### src/rtl/layers_pkg.sv
`default_nettype none
// ============================================================================
// Module      : layers_pkg
// Description : Shared types, constants and the round-robin helper used by
//               the layer frame arbiter.
// Revision    : 1.0 - initial release
// ============================================================================
package layers_pkg;

    typedef enum logic [1:0] {
        ST_IDLE    = 2'd0,
        ST_FORWARD = 2'd1,
        ST_TERM    = 2'd2,
        ST_DRAIN   = 2'd3
    } arb_state_t;

    // Byte emitted to close a frame whose source stalled.
    localparam logic [7:0] FRAME_TERM_BYTE = 8'hFF;

    // Widest supported request vector; narrower vectors are zero-padded.
    localparam int MAX_LAYERS = 8;

    // First requester after 'last' in rotation. Unused request bits are zero,
    // so rotating over all eight slots gives the same order as rotating over
    // only the populated ones. 'last' itself has the lowest priority.
    function automatic logic [2:0] rr_next(input logic [7:0] req, input logic [2:0] last);
        logic [2:0] idx;
        rr_next = last;
        for (int i = MAX_LAYERS; i >= 1; i--) begin
            idx = last + 3'(i);
            if (req[idx]) begin
                rr_next = idx;
            end
        end
    endfunction

endpackage
`default_nettype wire

### src/rtl/axis_out_reg.sv
`default_nettype none
// ============================================================================
// Module      : axis_out_reg
// Description : One-deep registered AXI-Stream output stage. The owner loads
//               a beat only while free_o is high; the beat then holds stable
//               until the sink takes it.
// Revision    : 1.0 - initial release
// ============================================================================
module axis_out_reg (
    input  logic       clk_i,
    input  logic       rst_i,
    input  logic       load_i,
    input  logic [7:0] data_i,
    input  logic [7:0] dest_i,
    input  logic       last_i,
    input  logic       ready_i,
    output logic       free_o,
    output logic       valid_o,
    output logic [7:0] data_o,
    output logic [7:0] dest_o,
    output logic       last_o
);

    logic       valid_q;
    logic [7:0] data_q;
    logic [7:0] dest_q;
    logic       last_q;

    // Free when empty, or when the current beat leaves on this edge.
    assign free_o  = !valid_q || ready_i;
    assign valid_o = valid_q;
    assign data_o  = data_q;
    assign dest_o  = dest_q;
    assign last_o  = last_q;

    // Capture a new beat on load; otherwise retire the held beat on ready.
    always_ff @(posedge clk_i) begin
        if (rst_i) begin
            valid_q <= 1'b0;
            data_q  <= 8'h00;
            dest_q  <= 8'h00;
            last_q  <= 1'b0;
        end else if (load_i) begin
            valid_q <= 1'b1;
            data_q  <= data_i;
            dest_q  <= dest_i;
            last_q  <= last_i;
        end else if (ready_i) begin
            valid_q <= 1'b0;
        end
    end

endmodule
`default_nettype wire

### src/rtl/layers_frames_arbiter.sv
`default_nettype none
// ============================================================================
// Module      : layers_frames_arbiter
// Description : Round-robin frame arbiter merging per-layer byte streams into
//               one output stream. A grant is held for a whole frame; a
//               stalled source is cut off with a 0xFF terminator and the rest
//               of its frame is drained.
// Revision    : 1.0 - initial release
// ============================================================================
module layers_frames_arbiter
    import layers_pkg::*;
#(
    parameter int LAYERS    = 3,
    parameter int TIMEOUT_W = 16
) (
    input  logic                  clk_core,
    input  logic                  clk_core_reset,
    input  logic [LAYERS*8-1:0]   s_axis_tdata,
    input  logic [LAYERS*8-1:0]   s_axis_tdest,
    input  logic [LAYERS-1:0]     s_axis_tlast,
    input  logic [LAYERS-1:0]     s_axis_tvalid,
    output logic [LAYERS-1:0]     s_axis_tready,
    output logic [7:0]            m_axis_tdata,
    output logic [7:0]            m_axis_tdest,
    output logic                  m_axis_tlast,
    output logic                  m_axis_tvalid,
    input  logic                  m_axis_tready,
    input  logic [LAYERS-1:0]     cfg_layer_mask,
    input  logic [TIMEOUT_W-1:0]  cfg_stall_timeout,
    output logic                  status_grant_active,
    output logic [2:0]            status_grant_index,
    output logic                  stat_frame_done,
    output logic                  stat_timeout
);

    arb_state_t           state_q, state_d;
    logic [2:0]           grant_q, grant_d;
    logic [2:0]           last_grant_q, last_grant_d;
    logic [TIMEOUT_W-1:0] stall_q, stall_d;
    logic [7:0]           tdest_q, tdest_d;

    logic [7:0]        req;
    logic [2:0]        rr_pick;
    logic [LAYERS-1:0] grant_oh;
    logic [7:0]        sel_data, sel_dest, pick_dest;
    logic              sel_valid, sel_last, sel_mask;
    logic              out_free, out_load, out_last;
    logic [7:0]        out_data, out_dest;
    logic              fwd_accept, stall_hit, timeout_fire;

    assign req     = 8'(s_axis_tvalid & ~cfg_layer_mask);
    assign rr_pick = rr_next(req, last_grant_q);

    // Mux the granted layer's inputs, and the tdest of the layer about to win.
    always_comb begin
        grant_oh  = '0;
        sel_data  = 8'h00;
        sel_dest  = 8'h00;
        sel_valid = 1'b0;
        sel_last  = 1'b0;
        sel_mask  = 1'b0;
        pick_dest = 8'h00;
        for (int i = 0; i < LAYERS; i++) begin
            if (grant_q == 3'(i)) begin
                grant_oh[i] = 1'b1;
                sel_data    = s_axis_tdata[i*8 +: 8];
                sel_dest    = s_axis_tdest[i*8 +: 8];
                sel_valid   = s_axis_tvalid[i];
                sel_last    = s_axis_tlast[i];
                sel_mask    = cfg_layer_mask[i];
            end
            if (rr_pick == 3'(i)) begin
                pick_dest = s_axis_tdest[i*8 +: 8];
            end
        end
    end

    // A byte is taken only while forwarding into a free output register.
    assign fwd_accept   = (state_q == ST_FORWARD) && sel_valid && out_free && !clk_core_reset;
    assign stall_hit    = (cfg_stall_timeout != '0) && (stall_q == cfg_stall_timeout);
    // Any byte accepted on the match cycle (tlast included) ends the stall.
    assign timeout_fire = (state_q == ST_FORWARD) && stall_hit && !fwd_accept && !clk_core_reset;

    // State register with grant bookkeeping and stall counter.
    always_ff @(posedge clk_core) begin
        if (clk_core_reset) begin
            state_q      <= ST_IDLE;
            grant_q      <= 3'd0;
            last_grant_q <= 3'(LAYERS - 1);
            stall_q      <= '0;
            tdest_q      <= 8'h00;
        end else begin
            state_q      <= state_d;
            grant_q      <= grant_d;
            last_grant_q <= last_grant_d;
            stall_q      <= stall_d;
            tdest_q      <= tdest_d;
        end
    end

    // Next-state logic: arbitration, frame tracking, stall detection.
    always_comb begin
        state_d      = state_q;
        grant_d      = grant_q;
        last_grant_d = last_grant_q;
        stall_d      = stall_q;
        tdest_d      = tdest_q;
        case (state_q)
            ST_IDLE: begin
                stall_d = '0;
                if (req != 8'h00) begin
                    grant_d      = rr_pick;
                    last_grant_d = rr_pick;
                    tdest_d      = pick_dest;
                    state_d      = ST_FORWARD;
                end
            end
            ST_FORWARD: begin
                if (fwd_accept) begin
                    stall_d = '0;
                    tdest_d = sel_dest;
                    if (sel_last) begin
                        state_d = ST_IDLE;
                    end
                end else begin
                    if (!sel_valid && (stall_q != '1)) begin
                        stall_d = stall_q + 1'b1;
                    end
                    if (timeout_fire) begin
                        state_d = ST_TERM;
                    end
                end
            end
            ST_TERM: begin
                if (out_free) begin
                    state_d = ST_DRAIN;
                end
            end
            ST_DRAIN: begin
                if (sel_mask) begin
                    state_d = ST_IDLE;
                end else if (sel_valid && sel_last) begin
                    state_d = ST_IDLE;
                end
            end
            default: state_d = ST_IDLE;
        endcase
    end

    // Output decode: source readies, output-register load and event pulses.
    always_comb begin
        s_axis_tready   = '0;
        out_load        = 1'b0;
        out_data        = 8'h00;
        out_dest        = 8'h00;
        out_last        = 1'b0;
        stat_frame_done = 1'b0;
        stat_timeout    = 1'b0;
        if (!clk_core_reset) begin
            case (state_q)
                ST_FORWARD: begin
                    s_axis_tready   = grant_oh & {LAYERS{out_free}};
                    out_load        = fwd_accept;
                    out_data        = sel_data;
                    out_dest        = sel_dest;
                    out_last        = sel_last;
                    stat_frame_done = fwd_accept && sel_last;
                    stat_timeout    = timeout_fire;
                end
                ST_TERM: begin
                    out_load        = out_free;
                    out_data        = FRAME_TERM_BYTE;
                    out_dest        = tdest_q;
                    out_last        = 1'b1;
                    stat_frame_done = out_free;
                end
                ST_DRAIN: begin
                    s_axis_tready = grant_oh & {LAYERS{!sel_mask}};
                end
                default: begin
                    s_axis_tready = '0;
                end
            endcase
        end
    end

    assign status_grant_active = (state_q != ST_IDLE);
    assign status_grant_index  = grant_q;

    axis_out_reg u_out (
        .clk_i   (clk_core),
        .rst_i   (clk_core_reset),
        .load_i  (out_load),
        .data_i  (out_data),
        .dest_i  (out_dest),
        .last_i  (out_last),
        .ready_i (m_axis_tready),
        .free_o  (out_free),
        .valid_o (m_axis_tvalid),
        .data_o  (m_axis_tdata),
        .dest_o  (m_axis_tdest),
        .last_o  (m_axis_tlast)
    );

endmodule
`default_nettype wire

### config.mk
export PLATFORM = sky130hd
export DESIGN_NAME = layers_frames_arbiter
export DESIGN_NICKNAME = d
export VERILOG_FILES = /design/src/rtl/layers_pkg.sv /design/src/rtl/axis_out_reg.sv /design/src/rtl/layers_frames_arbiter.sv
export SDC_FILE = /design/constraint.sdc
export NUM_CORES = 1
export LEC_CHECK = 0
export ABC_AREA = 1
export CORE_MARGIN = 5
export CORE_UTILIZATION = 24
export DETAILED_ROUTE_END_ITERATION = 8
export SYNTH_ARGS = -nofsm -noshare
export SYNTH_HDL_FRONTEND = slang
export SYNTH_SLANG_ARGS = --single-unit
### constraint.sdc
create_clock -name clk_core -period 3 [get_ports clk_core]
set_input_delay 0.45 -clock clk_core [delete_from_list [all_inputs] [get_ports clk_core]]
set_output_delay 0.45 -clock clk_core [all_outputs]
set_load 0.01 [all_outputs]
==> results of run 1 <==
through the flow:
stage          hold slack (ns)  utilization, %  instances
2_1_floorplan           0.4392               -        522
3_3_place_gp            0.4529           32.77        801
3_5_place_dp            0.4529           32.77        801
4_1_cts                 0.4628           33.96        809
5_1_grt                 0.5044           34.16        812
6_report                0.4669           34.16        812
cells in the mapped netlist (all sizes together), types with 8 or more instances:
| cell type | count | share of area (%) |
|---|---|---|
| nand2 | 105 | 12 |
| inv | 66 | 7.3 |
| nor2 | 52 | 6.9 |
| a21oi | 48 | 7.6 |
| dfxtp | 48 | 27 |
| o21ai | 43 | 6.3 |
| nand3 | 30 | 4.6 |
| nor3 | 16 | 2.6 |
| a31oi | 12 | 2.1 |
| o211ai | 12 | 2.7 |
| a211oi | 11 | 2.4 |
| buf | 11 | 2.6 |
| a221oi | 10 | 2.5 |
| clkbuf | 8 | 0.86 |
| nand4 | 8 | 1.9 |
| o211a | 8 | 2.3 |
layer usage:
metal	GRT usage [%]	wire, um	vias up
met5	0	0	-
li1	-	-	2022
met4	4.719	302	0
met3	2.805	736	20
met2	21.74	5327	90
met1	16.54	5050	1736
cells by family after synthesis:
group | after synthesis | synth area share [%]
and+or+nand+nor | 222 | 29.92
AOI/OAI and AO/OA | 152 | 27.68
buffers and inverters | 87 | 11.02
DFF | 48 | 27.39
adders and majority gates | 7 | 2.496
xor gates and xnor gates | 6 | 1.498
cell type report:
class	instances	area, sq um	share of cell area [%]
timing repair buffer	117	1139	23.11
sequential	48	960.9	19.50
inverter	68	264.0	5.358
tap	184	230.2	4.672
multi-input combinational	387	2166	43.96
clock buffer	5	125.1	2.539
clock inverter	3	42.54	0.8634
worst max-delay path, cell delays in order, from the launching register on:
cell and delay [ns]:
dfxtp_1 0.39, buf_6 0.17, inv_2 0.06, nand3_2 0.12
o22ai_1 0.11, a21oi_1 0.17, nand2_1 0.09, o21ai_0 0.08
o211ai_1 0.21, nor2_1 0.16, clkdlybuf4s50_1 0.54
state kept, by name, indices dropped and copies added (netlist names), named ones only:
signal	flops
stall_q	16
tdest_q	8
u_out.data_o	8
u_out.dest_o	8
status_grant_index	3
last_grant_q	1
state_q	1
u_out.last_o	1
u_out.valid_o	1
repair_timing:
| item | 4_1_cts | 5_1_grt |
|---|---|---|
| setup endpoints to repair | 1 | 3 |
| gates cloned | 0 | 0 |
| buffers inserted | 0 | 3 |
| gates resized for setup | 2 | 2 |
| hold buffers | 0 | 0 |
| pin swaps | 1 | 2 |
worst min path at each step:
stage	from	end	slack [ns]	cells past startpoint
floorplan	stall_q[14]	stall_q[14]	0.44	2
global placement	stall_q[14]	stall_q[14]	0.45	2
detailed placement	stall_q[14]	stall_q[14]	0.45	2
CTS	stall_q[14]	stall_q[14]	0.46	2
global route	stall_q[14]	stall_q[14]	0.50	2
finish	stall_q[14]	stall_q[14]	0.47	2
cells in the final DEF, fill, tap and decap left out, types with 4 or more instances in the layout:
| master | synthesis | final |
|---|---|---|
| a31oi_1 | 12 | 12 |
| buf_4 | 5 | 14 |
| a21oi_1 | 41 | 41 |
| nor2_2 | 4 | 4 |
| nor2_4 | 5 | 5 |
| dfxtp_1 | 48 | 48 |
| a211oi_1 | 11 | 11 |
| nand2_1 | 99 | 99 |
| o211ai_1 | 11 | 11 |
| clkdlybuf4s50_1 | 0 | 100 |
| nor4_1 | 5 | 5 |
| inv_1 | 57 | 57 |
| nand4_1 | 7 | 7 |
| ha_1 | 7 | 7 |
| o211a_1 | 8 | 8 |
| nand3_1 | 28 | 28 |
| nor3_1 | 15 | 15 |
| or2_2 | 4 | 4 |
| a221oi_1 | 10 | 10 |
| nor2_1 | 43 | 43 |
| inv_2 | 6 | 6 |
| clkbuf_16 | 0 | 5 |
| o21ai_0 | 38 | 38 |
| a21oi_2 | 7 | 7 |
report_power, final:
group,switching [mW],internal [mW]
Combinational,2.05,1.15
Sequential,0.0978,0.776
Clock,0.241,0.392
==> results_dict.tcl, run 1 <==
set metrics [dict create \
    dp_hpwl_um 9107 \
    first_global_vias 3816 \
    hold_violations 0 \
    cellLeakagePower_nw 2.002 \
    die_x_um 130.9 \
    fin_skew_ns 0.002856 \
    area_growth_syn_to_layout_pct 40.44 \
    antenna_found_initial 0 \
    rr_endpoint "tdest_q[7]" \
    cp-startpoint "status_grant_index[2]" \
    endpoint "s_axis_tready[1]" \
    antenna_cells 0 \
    arrival_ns 2.38 \
    die_h_um 130.9 \
    die_area_sq_um 17140 \
    ys.flop_type "dfxtp_1" \
    postPlaceCellArea_sq_um 4727 \
    wl_um 11420 \
    wl_per_cell_um 14.06 \
    routabilityCongestion 0.8342 \
    r2r_slack_ns 0.40 \
    netlist_area_sq_um 3508 \
    start_util_pct 24.32 \
    synthArstFlopShare_pct 0 \
    routed-via-count 3868 \
    fin_nets 710 \
    cts_tree "done" \
    coreArea_sq_um 14420 \
    setup_viol 0 \
    cts_max_level 2 \
    rr_worst_depth 16 \
    syn-instance-count 522 \
    fillers 1566 \
    maxCapViolCount 0 \
    postRouteAntennaNets 0 \
    grt_pass1_wl_um 18190 \
    yosysWarnings 0 \
    numClockSinks 48 \
    drc 0 \
    ioPinCount 103 \
    relSlewSlack_pct 65.03 \
    avgSynthCellArea_sq_um 6.721 \
    dp_slack_ns 0.1582 \
    grt_overflow 0 \
    min_path_type "register to register" \
    cp_max_fo 8 \
    grtUsageTotal_pct 13.03 \
    max_freq_mhz 353.1 \
    rr_startpoint "last_grant_q[1]" \
    num_rows 44 \
    status "completed" \
    tightest_slew_ns 0.5239 \
    ir_worst_vdd_v 0.0005316 \
    root_buffer "clkbuf_16" \
    synth-edff-count 0 \
    port_buffers 102 \
    post-route-min-period_ns 2.832 \
    slew_viol_final 0 \
    synth_cell_types 45 \
    clk_latency_ns 0.28 \
    start_kind "register" \
    clkSlewWorstSetupHoldPaths_ns 0.06 \
    critPathKind "register to primary output" \
    design_area_sq_um 4927 \
    syn-num-nets 605 \
    setup_ws_ns 0.1677 \
    grt_max_degree 35 \
    finalCritPeriodShare_pct 94.41 \
    worstPathRequired_ns 2.55 \
    finalPower_mw 4.700 \
    drt_first_iter_violations 231 \
    layout-drive-gt1-share_pct 10.51 \
    cts_buffers 5 \
    yosysSeqAreaShare_pct 27.39 \
    drt_pass1_iterations 4 \
    via_per_inst 4.764 \
    worst_setup_path_end_kind "primary output" \
    tns_ns 0 \
    ys_ff_latch 48 \
    cts.path.max_buffers 2 \
    p_per_area_nw_per_um2 953.8 \
]
Note: power is estimated with default switching activity, not from simulation.
==> run 2, diff against run 1 <==
--- a/config.mk
+++ b/config.mk
@@ -9,6 +9,7 @@
 export CORE_MARGIN = 5
 export CORE_UTILIZATION = 24
 export DETAILED_ROUTE_END_ITERATION = 8
+export REMOVE_ABC_BUFFERS = 1
 export SYNTH_ARGS = -nofsm -noshare
 export SYNTH_HDL_FRONTEND = slang
 export SYNTH_SLANG_ARGS = --single-unit
==> run 2 against run 1 <==
Die area unchanged. Wire length up 5.1%. Flip-flop and latch count unchanged. Non-clock buffer count is 4 higher. Critical path depth shrank 2. Fmax rose by 1.3%. Sequential power about the same.
==> results_dict.tcl, run 2 (same netlist as run 1, synthesis figures left out) <==
set metrics [dict create \
    dp_hpwl_um 9458 \
    cp.depth 8 \
    p_per_area_nw_per_um2 954.6 \
    grt_setup_unrepaired "false" \
    clk_latency_ns 0.29 \
    cp_max_fo 3 \
    fin_skew_ns 0.006097 \
    critPathTopFamily "buffers and inverters" \
    ir_worst_vdd_v 0.0004588 \
    maxCapViolCount 0 \
    fin_nets 714 \
    final_common_cell "clkdlybuf4s50_1" \
    root_buffer "clkbuf_16" \
    clkSlewWorstSetupHoldPaths_ns 0.06 \
    post-route-min-period_ns 2.796 \
    grt_max_degree 35 \
    worstPathCellList "clkdlybuf4s50_1 > buf_4 > a21oi_1 > nand4_1 > nor2_1 > nand3_1 > nor2_1 > clkdlybuf4s50_1" \
    die_h_um 130.9 \
    worstPathRequired_ns 2.55 \
    hold_path_depth 2 \
    drt_first_iter_violations 257 \
    die_x_um 130.9 \
    postRouteAntennaNets 0 \
    port_buffers 102 \
    finalCritPeriodShare_pct 93.21 \
    drt_pass1_iterations 5 \
    dp_slack_ns 0.1067 \
    min_path_type "register to register" \
    cts_tree "done" \
    cts_buffers 5 \
    cts.path.max_buffers 2 \
    cts_max_level 2 \
    routed-via-count 4002 \
    design_area_sq_um 4966 \
    routabilityCongestion 0.8386 \
    drc 0 \
    slowest_stage "clkdlybuf4s50_1" \
    num_rows 44 \
    via_per_inst 4.898 \
    die_area_sq_um 17140 \
    grtUsageTotal_pct 13.90 \
    setup_viol 0 \
    slowest_delay_ns 0.56 \
    max_freq_mhz 357.6 \
    critPathKind "input port to primary output" \
    tns_ns 0 \
    hold_violations 0 \
    holdWs_ns 0.4617 \
    relSlewSlack_pct 62.98 \
    worst_setup_path_end_kind "primary output" \
    fin_cells 817 \
    regMostFlops "stall_q" \
    start_util_pct 24.32 \
    grt_overflow 0 \
    final_core_util_pct 34.43 \
    area_growth_syn_to_layout_pct 41.55 \
    wl_per_cell_um 14.69 \
    ioPinCount 103 \
    grt_pass1_wl_um 19300 \
    dp.cells 808 \
    coreArea_sq_um 14420 \
    wl_um 12000 \
    setup_ws_ns 0.2036 \
    status "completed" \
    final_cell_mix "clkdlybuf4s50_1, nand2_1, inv_1" \
    rr_worst_depth 17 \
    cp_num_buf_inv 3 \
    fillers 1556 \
    postPlaceCellArea_sq_um 4780 \
    antenna_found_initial 1 \
    largest_reg_flops 16 \
    slew_viol_final 0 \
    tightest_slew_ns 0.5545 \
    finalPower_mw 4.740 \
    layout-drive-gt1-share_pct 11.71 \
    cellLeakagePower_nw 2.034 \
    numClockSinks 48 \
    arrival_ns 2.35 \
    first_global_vias 3931 \
    start_kind "input port" \
]
==> run 2: changes by cell type in the layout (fill, tap and decap cells not counted) <==
cell / delta
dfxtp_2: +3
dlymetal6s2s_1: +1
buf_6: -1
buf_4: +5
nor2_2: +1
dfxtp_1: -3
nor2_1: -1
diode_2: +1
dlygate4sd2_1: -1
==> run 2: metal layers <==
metal / vias to the layer above / share of wire (%) / GRT usage [%]
li1: 2022 / - / -
met1: 1844 / 48 / 19.81
met2: 126 / 44 / 21.80
met3: 10 / 6.3 / 2.724
met4: 0 / 0.92 / 2.964
met5: - / 0 / 0
==> run 2: final timing paths <==
kind | from | to | slack (ns)
max | clk_core_reset | stat_timeout | 0.20
min | stall_q[14] | stall_q[14] | 0.46
max reg2reg | status_grant_index[0] | tdest_q[3] | 0.44
min reg2reg | stall_q[14] | stall_q[14] | 0.46
==> run 2: area by class of cell <==
class,instances,area (sq um),area share [%]
Inverter,68,264.0,5.316
Multi-Input combinational cell,387,2168,43.66
Sequential cell,48,964.7,19.43
Clock inverter,3,42.54,0.8566
Clock buffer,5,125.1,2.520
Tap cell,184,230.2,4.636
Antenna cell,1,2.502,0.05039
Timing Repair Buffer,121,1169,23.53
==> run 2: worst register-to-register path: cells and delay by family (launching register included) <==
family | cells | cell delay [ns]
compound gates | 4 | 0.74
fa+ha+maj | 1 | 0.36
buf+inv | 5 | 0.50
flops | 1 | 0.37
simple gates | 7 | 0.52
==> run 2: what timing repair did <==
action                                  CTS  global route
endpoints found under the hold margin     0             0
hold buffers                              0             0
endpoints found under the setup margin    0             4
setup buffers                             0             0
resized for setup                         0             7
==> run 2: power by group <==
group,switching [mW],internal [mW],total (mW)
Combinational,2.08,1.15,3.23
Sequential,0.0955,0.779,0.874
Clock,0.247,0.392,0.639
==> patch: new RTL, config.mk and constraints of run 1 <==
The 4 states of `arb_state_t` get a one-hot encoding in 4 bits.
--- a/src/rtl/layers_pkg.sv
+++ b/src/rtl/layers_pkg.sv
@@ -7,11 +7,11 @@
 // ============================================================================
 package layers_pkg;
 
-    typedef enum logic [1:0] {
-        ST_IDLE    = 2'd0,
-        ST_FORWARD = 2'd1,
-        ST_TERM    = 2'd2,
-        ST_DRAIN   = 2'd3
+    typedef enum logic [3:0] {
+        ST_IDLE    = 4'b0001,
+        ST_FORWARD = 4'b0010,
+        ST_TERM    = 4'b0100,
+        ST_DRAIN   = 4'b1000
     } arb_state_t;
 
     // Byte emitted to close a frame whose source stalled.
Function: same outputs for any inputs over 4 cycles, from zero or initial values and one cycle with clk_core_reset high; so few cycles prove little.
==> patch against run 1 <==
Sequential cell count is 2 higher. Total power is 35% lower. Synthesized area is 0.86% lower. Clock skew is 4.4 ps higher. Non-clock buffer count is 6 higher. First-iteration DRC count is 25% higher. Routed wire length is 3.8% higher. Cell area is 0.58% higher. Clock power is 5.5% lower. Fmax is 2.3% lower. Largest power group unchanged. Largest cell class unchanged. Setup slack worse by 68 ps. Register-to-register slack worse by 60 ps. Combinational power is 48% lower.
==> patch: results (changes against run 1) <==
metric;value;unit;change
run_status;finished, final reports clean;;unchanged
met3WireLength;909;um;was 736 um
detail_route.iter0.violations;288;;was 231
yosysUniqueCellTypes;46;;was 45
post_drt_via_cell_ratio;4.81;;was 4.76
wl_per_cell;14.3;um;was 14.1 um
pin_count_of_the_biggest_net_entering_global_routing;33;;was 35
synth.net_count;613;;was 605
postCtsResizedCells;1;;was 2
layout-drive-gt1-share;10.6;%;was 10.5%
finalWeightedCongestion;0.861;;was 0.834
maxUsedRoutingLayer;met4;;unchanged
post_route_clock_skew;7.23;ps;was 2.86 ps
cellLeakagePower;1.97;nW;was 2.00 nW
synth-seq-area-share;28.8;%;was 27.4%
placedInstanceArea;0.00477;mm^2;was 0.00473 mm^2
syn_area_per_cell;6.51;um^2;was 6.72 um^2
yosys-top-cells-count;nand2_1 (95), inv_1 (59), a21oi_1 (58);;was nand2_1 (99), inv_1 (57), dfxtp_1 (48)
number_of_cells_in_the_design_after_placement;819;;was 801
total_switching_power;1.39;mW;was 2.38 mW
route.layer.met1.wl;5460;um;was 5050 um
finalNetCount;722;;was 710
detailroute.wirelength.met2;5290;um;was 5330 um
worst_ep_arrival_time;2450;ps;was 2380 ps
gr-usage-met2;21.9;%;was 21.7%
setup.worst_path.start;cfg_stall_timeout[2];;was status_grant_index[2]
yosysWarningCount;0;;unchanged
global_route.usage.total;13.9;%;was 13.0%
pwr_density_cell;620;mW/mm^2;was 954 mW/mm^2
clk_latency;300;ps;was 280 ps
vdd_drop_max;0.314;mV;was 0.532 mV
finish.cell_count_without_fillers;828;;was 812
first_global_vias;3888;;was 3816
postCtsSetupRepairBufs;0;;unchanged
post_synth_main_area_contributors;dfxtp_1 (29%), nand2_1 (10%), a21oi_1 (8.3%), o21ai_0 (7.9%), inv_1 (6.4%);;was dfxtp_1 (27%), nand2_1 (11%), inv_1 (6.1%), a21oi_1 (5.8%), o21ai_0 (5.4%)
grt.met3_usage;4.07;%;was 2.80%
crit_fanout;3;;was 8
max_slew.worst_pin.slew;491;ps;was 524 ps
drt_pre_antenna_iters;5;;was 4
preCtsSetupSlack;-30.1;ps;was 158 ps
sequential_group_power;0.819;mW;was 0.874 mW
crit-reg2reg-launch;last_grant_q[1];;unchanged
grtUsageMet1;18.9;%;was 16.5%
wire_length_of_the_first_global_routing_pass;19100;um;was 18200 um
post-dp-hpwl;9390;um;was 9110 um
largest_register;stall_q;;unchanged
pwr.group.combinational;1.66;mW;was 3.19 mW
hold_path_startpoint;stall_q[1];;was stall_q[14]
[patch: cell types whose count changed after synthesis, sizes merged, moves of 5 or more]
cell and delta:
a211oi -9, a21oi +10, a22oi +6, clkbuf +5
nand2 -7, nand3 +6, nand4 -5, nor2 +7
o211a -8, o211ai -10, o21ai +22, xor2 +5
[patch: cell families after synthesis]
kind of cell	after synthesis	share of synthesized area, %
xor+xnor	12	3.24
compound gates	159	26.2
simple gates	223	30.0
fa+ha+maj	3	1.08
buf+inv	87	10.8
flops	50	28.8
[patch: area by class of cell]
cell class,count,area (um^2)
clock inverter,3,28.8
inverter,66,255
timing repair buffer,123,1190
clock buffer,5,125
multi-input combinational,397,2120
tap,184,230
fill,1549,9410
sequential,50,1000
[patch: path summary, 6_finish.rpt]
path | end | slack [ps] | cells after the start
setup / recovery | stat_timeout | 100 | 7
hold reg to reg | stall_q[1] | 500 | 2
setup reg to reg | tdest_q[0] | 340 | 19
hold / removal | stall_q[1] | 500 | 2
